===== config.mk =====
export PLATFORM = sky130hd
export DESIGN_NAME = shift_control
export DESIGN_NICKNAME = d
export VERILOG_FILES = /design/src/rtl/logic_proc_pkg.sv /design/src/rtl/shift_control.sv
export SDC_FILE = /design/constraint.sdc
export NUM_CORES = 1
export LEC_CHECK = 0
export CORE_AREA = 2 2 39 41
export DETAILED_ROUTE_END_ITERATION = 16
export DIE_AREA = 0 0 41 43
export GPL_TIMING_DRIVEN = 0
export PLACE_DENSITY_LB_ADDON = 0.05
export SETUP_SLACK_MARGIN = 0.1
export SYNTH_ARGS = -nofsm -noshare
export SYNTH_HDL_FRONTEND = slang
export SYNTH_SLANG_ARGS = --single-unit

===== constraint.sdc =====
create_clock -name Clk -period 1.4 [get_ports Clk]
set_input_delay 0.14 -clock Clk [delete_from_list [all_inputs] [get_ports Clk]]
set_output_delay 0.14 -clock Clk [all_outputs]
set_load 0.01 [all_outputs]

===== src/rtl/logic_proc_pkg.sv =====
// -----------------------------------------------------------------------------
// logic_proc_pkg
// Shared definitions for the lab 2.2 logic processor: the control FSM state
// encoding and the default register width. The downstream register unit uses
// the same width constant.
// -----------------------------------------------------------------------------
package logic_proc_pkg;

   // Two bits leave one unused encoding (2'b11); the FSM maps it back to IDLE.
   typedef enum logic [1:0] {
      IDLE  = 2'b00,
      SHIFT = 2'b01,
      HOLD  = 2'b10
   } ctrl_state_t;

   localparam int DEFAULT_N_BITS = 4;

endpackage : logic_proc_pkg


===== src/rtl/shift_control.sv =====
// -----------------------------------------------------------------------------
// shift_control
// Control FSM in front of the dual shift-register unit. It turns operator
// requests into load and shift strobes, runs exactly N_BITS shift cycles per
// Execute press, and waits for Execute to be released before accepting
// another operation.
//
// Ports
//   Clk        in   system clock, rising edge
//   Reset      in   asynchronous, active-high reset
//   LoadA      in   load request for register A (synchronous, debounced)
//   LoadB      in   load request for register B (synchronous, debounced)
//   Execute    in   operation start, level sensitive (synchronous, debounced)
//   Ld_A       out  load strobe to register A (combinational)
//   Ld_B       out  load strobe to register B (combinational)
//   Shift_En   out  shift strobe to both registers
//   Busy       out  high whenever the FSM is not idle
//   Done       out  one-cycle pulse on the first cycle after the final shift
//   Shift_Cnt  out  shifts completed in the current operation
// -----------------------------------------------------------------------------
module shift_control
   import logic_proc_pkg::*;
#(
   parameter int N_BITS = DEFAULT_N_BITS
) (
   input  logic                         Clk,
   input  logic                         Reset,
   input  logic                         LoadA,
   input  logic                         LoadB,
   input  logic                         Execute,
   output logic                         Ld_A,
   output logic                         Ld_B,
   output logic                         Shift_En,
   output logic                         Busy,
   output logic                         Done,
   output logic [$clog2(N_BITS+1)-1:0]  Shift_Cnt
);

   localparam int CNT_W = $clog2(N_BITS + 1);

   // Count value seen on the edge that completes the final shift.
   localparam logic [CNT_W-1:0] CNT_LAST = CNT_W'(N_BITS - 1);
   localparam logic [CNT_W-1:0] CNT_ONE  = CNT_W'(1);

   ctrl_state_t        state_q, state_d;
   logic [CNT_W-1:0]   cnt_q,   cnt_d;
   logic               done_q,  done_d;

   // State, counter and Done pulse registers.
   always_ff @(posedge Clk or posedge Reset) begin
      if (Reset) begin
         state_q <= IDLE;
         cnt_q   <= '0;
         done_q  <= 1'b0;
      end else begin
         state_q <= state_d;
         cnt_q   <= cnt_d;
         done_q  <= done_d;
      end
   end

   // Next-state and counter logic.
   always_comb begin
      state_d = state_q;
      cnt_d   = cnt_q;
      done_d  = 1'b0;

      case (state_q)
         IDLE: begin
            if (Execute) begin
               state_d = SHIFT;
               cnt_d   = '0;
            end
         end

         SHIFT: begin
            cnt_d = cnt_q + CNT_ONE;
            // The final shift happens in this cycle; Done is registered so it
            // appears on the first HOLD cycle only.
            if (cnt_q == CNT_LAST) begin
               state_d = HOLD;
               done_d  = 1'b1;
            end
         end

         HOLD: begin
            // Wait for Execute release so one press is one operation.
            if (!Execute) begin
               state_d = IDLE;
            end
         end

         default: begin
            state_d = IDLE;
         end
      endcase
   end

   // Moore outputs from state; the load strobes also look at the live inputs
   // so a load lands on the same edge the request is seen. Execute wins over
   // a simultaneous load, and Reset blocks loads while it is asserted.
   always_comb begin
      Shift_En = (state_q == SHIFT);
      Busy     = (state_q != IDLE);
      Ld_A     = (state_q == IDLE) & LoadA & ~Execute & ~Reset;
      Ld_B     = (state_q == IDLE) & LoadB & ~Execute & ~Reset;
   end

   assign Done      = done_q;
   assign Shift_Cnt = cnt_q;

endmodule : shift_control


==> metrics.yaml <==
wl_um: 672
final_layout_size_suffix_gt1_share_pct: 44.19
first_iter_violations: 1
ios: 13
synth-seq-area-share_pct: 52.17
final_max_slew_viol_count: 0
hold_path_class: "input pin to async pin"
final_cell_mix: "4 x dfrtp_1, 4 x clkdlybuf4s50_1, 4 x buf_2, 4 x buf_4"
cts_buffers: 3
fillers: 148
max_freq_mhz: 749.5
fp-row-count: 14
critical_path_arrival_ns: 1.19
wl_per_cell_um: 11.39
overflow: 0
p_leak_nw: 0.2440
multi_input_area_sq_um: 141.4
setup_viol: 0
worstPathRequired_ns: 1.26
criticalPathCategory: "flop to primary output"
cts_root_buffer: "clkbuf_4"
slew_headroom_pct: 76.99
cellPowerDensity_nw_per_um2: 2177
via_per_inst: 4.271
grt_max_degree: 7
synthSimpleGateAreaFrac_pct: 16.96
crit_path_end_kind: "primary output"
route.antenna.remaining_nets: 0
clock_sinks: 6
ff_latch_area_sq_um: 152.6
synthMuxAreaShare_pct: 3.913
status: "complete, no violations"
skew_ns: 0.003101
yosys_warnings: 0
rr_worst_depth: 4
grt_pass1_wl_um: 1097
period_needed_ns: 1.334
netlist_instances: 24
synth.avg_cell_area_sq_um: 11.99
synth_compound_area_share_pct: 14.35
synth_top_family_by_area: "simple AND/OR/NAND/NOR gates"
layout_setup_ws_ns: 0.06569
grt_pass1_vias: 255
synth_cell_types: 13
worstSetupEndpoint: "Ld_A"
num_vias: 252
dp_hpwl_um: 480.8
maxCapViolCount: 0
synth_fp_nets: 31
die_area_sq_um: 1763
clock_latency_ns: 0.24
grt.total_usage_pct: 10.03
finalCritPeriodShare_pct: 95.31
startpoint: "state_q[0]"
die_w_um: 41
crit_fanout: 4
antenna_found_initial: 0
gp_congestion: 0.6480
synth_fa_ha_area_share_pct: 8.696
portBuffers: 12
core_sq_um: 1384
ys_seq_elements: 6
nets: 52
synth_xor_area_share_pct: 0
finalHoldViolCount: 0
drc: 0
worstSetupStartpointType: "flop"
die_h_um: 43
rsz0062_at_grt: "yes"
worstReg2RegStart: "Shift_Cnt[0]"
start_util_pct: 20.80
cts_tree: "yes"
synth.cell_area_sq_um: 287.8
cts_max_path_buffers: 2
path_clk_slew_ns: 0.04
dr.pass1.iters: 2
whs_ns: 0.2167
worst_pin_slew_ns: 0.3444
htreeDepth: 1
r2r_end: "Shift_Cnt[2]"
place_ws_ns: -0.3358
ir_worst_vdd_mv: 0.8136
regToRegSetupSlack_ns: 0.16
diodes: 0
areaGrowthSynthToFinish_pct: 65.65
[cells in the mapped netlist, drive strengths merged]
cell type	number	area, sq um
a22o	2	20.02
nor2b	1	13.76
and2	3	18.77
ha	2	25.02
or2	1	6.260
nor4	1	6.260
dfrtp	6	150.1
nand2	1	3.750
a21oi	1	5.000
mux2	1	11.26
o2bb2ai	1	8.760
o21bai	1	7.510
inv	3	11.26
[through the flow]
stage / cell area [sq um] / total power [W] / cells / utilization (%) / TNS, ns
finish: 476.7 / 0.001038 / 59 / 34.45 / 0
global route: 476.7 / 0.001130 / 59 / 34.45 / -0.01021
CTS: 480.5 / 0.001058 / 59 / 34.72 / -0.05463
detailed placement: 427.9 / 0.0008480 / 52 / 30.92 / -0.6574
global placement: 427.9 / 0.0008341 / 52 / 30.92 / -0.5197
floorplan: 287.8 / 0.0006053 / 24 / - / 0
[worst min-delay path by stage]
stage                from            to  slack, ns  depth (start not counted)
global placement    Reset  Shift_Cnt[1]       0.41                          2
finish              Reset  Shift_Cnt[1]       0.22                          2
CTS                 Reset  Shift_Cnt[0]       0.22                          2
global route        Reset          Done       0.23                          2
detailed placement  Reset    state_q[1]       0.42                          2
floorplan           Reset          Done      -0.07                          1
[metal layers]
metal | global-route usage, % | part of all wire (%)
met3 | 4.712 | 6.0
met5 | 0 | 0
met2 | 14.06 | 54
met1 | 11.92 | 40
met4 | 6.000 | 0
[report_power, final]
part           total (W)  switching (W)  internal [W]
logic           0.000559       0.000233      0.000327
registers       0.000327      0.0000693      0.000257
clock network   0.000152      0.0000552     0.0000965
[logic make-up (layout without fill, tap and decap cells)]
group                      Yosys count  in the layout
and+or+nand+nor                      7              7
DFF                                  6              6
AOI/OAI and AO/OA                    5              5
buffers and inverters                3             22
adders and majority gates            2              2
muxes                                1              1
[state kept, by name, indices dropped and copies added, names as in the netlist]
name and cells:
state_q 2, Shift_Cnt 3, Done 1
[worst max-delay path: stages (launching register included)]
cell and delay (ns):
dfrtp_2 0.43, nor4_4 0.25, and2_1 0.15, buf_2 0.13
[final cells by class]
class	count	share of cell area, %
clock buffers	3	4.724
repair buffers	16	27.03
well taps	16	4.199
multi-input cells	15	29.66
inverters	3	2.362
flip-flops and latches	6	32.02
[what timing repair did]
item                                    in CTS  in global routing
endpoints found under the setup margin       6                  3
resized for setup                           22                  2
pin swaps                                    1                  2
hold buffers                                 0                  0
setup buffers                                4                  0
No activity file was read; power rests on OpenSTA's default activity.
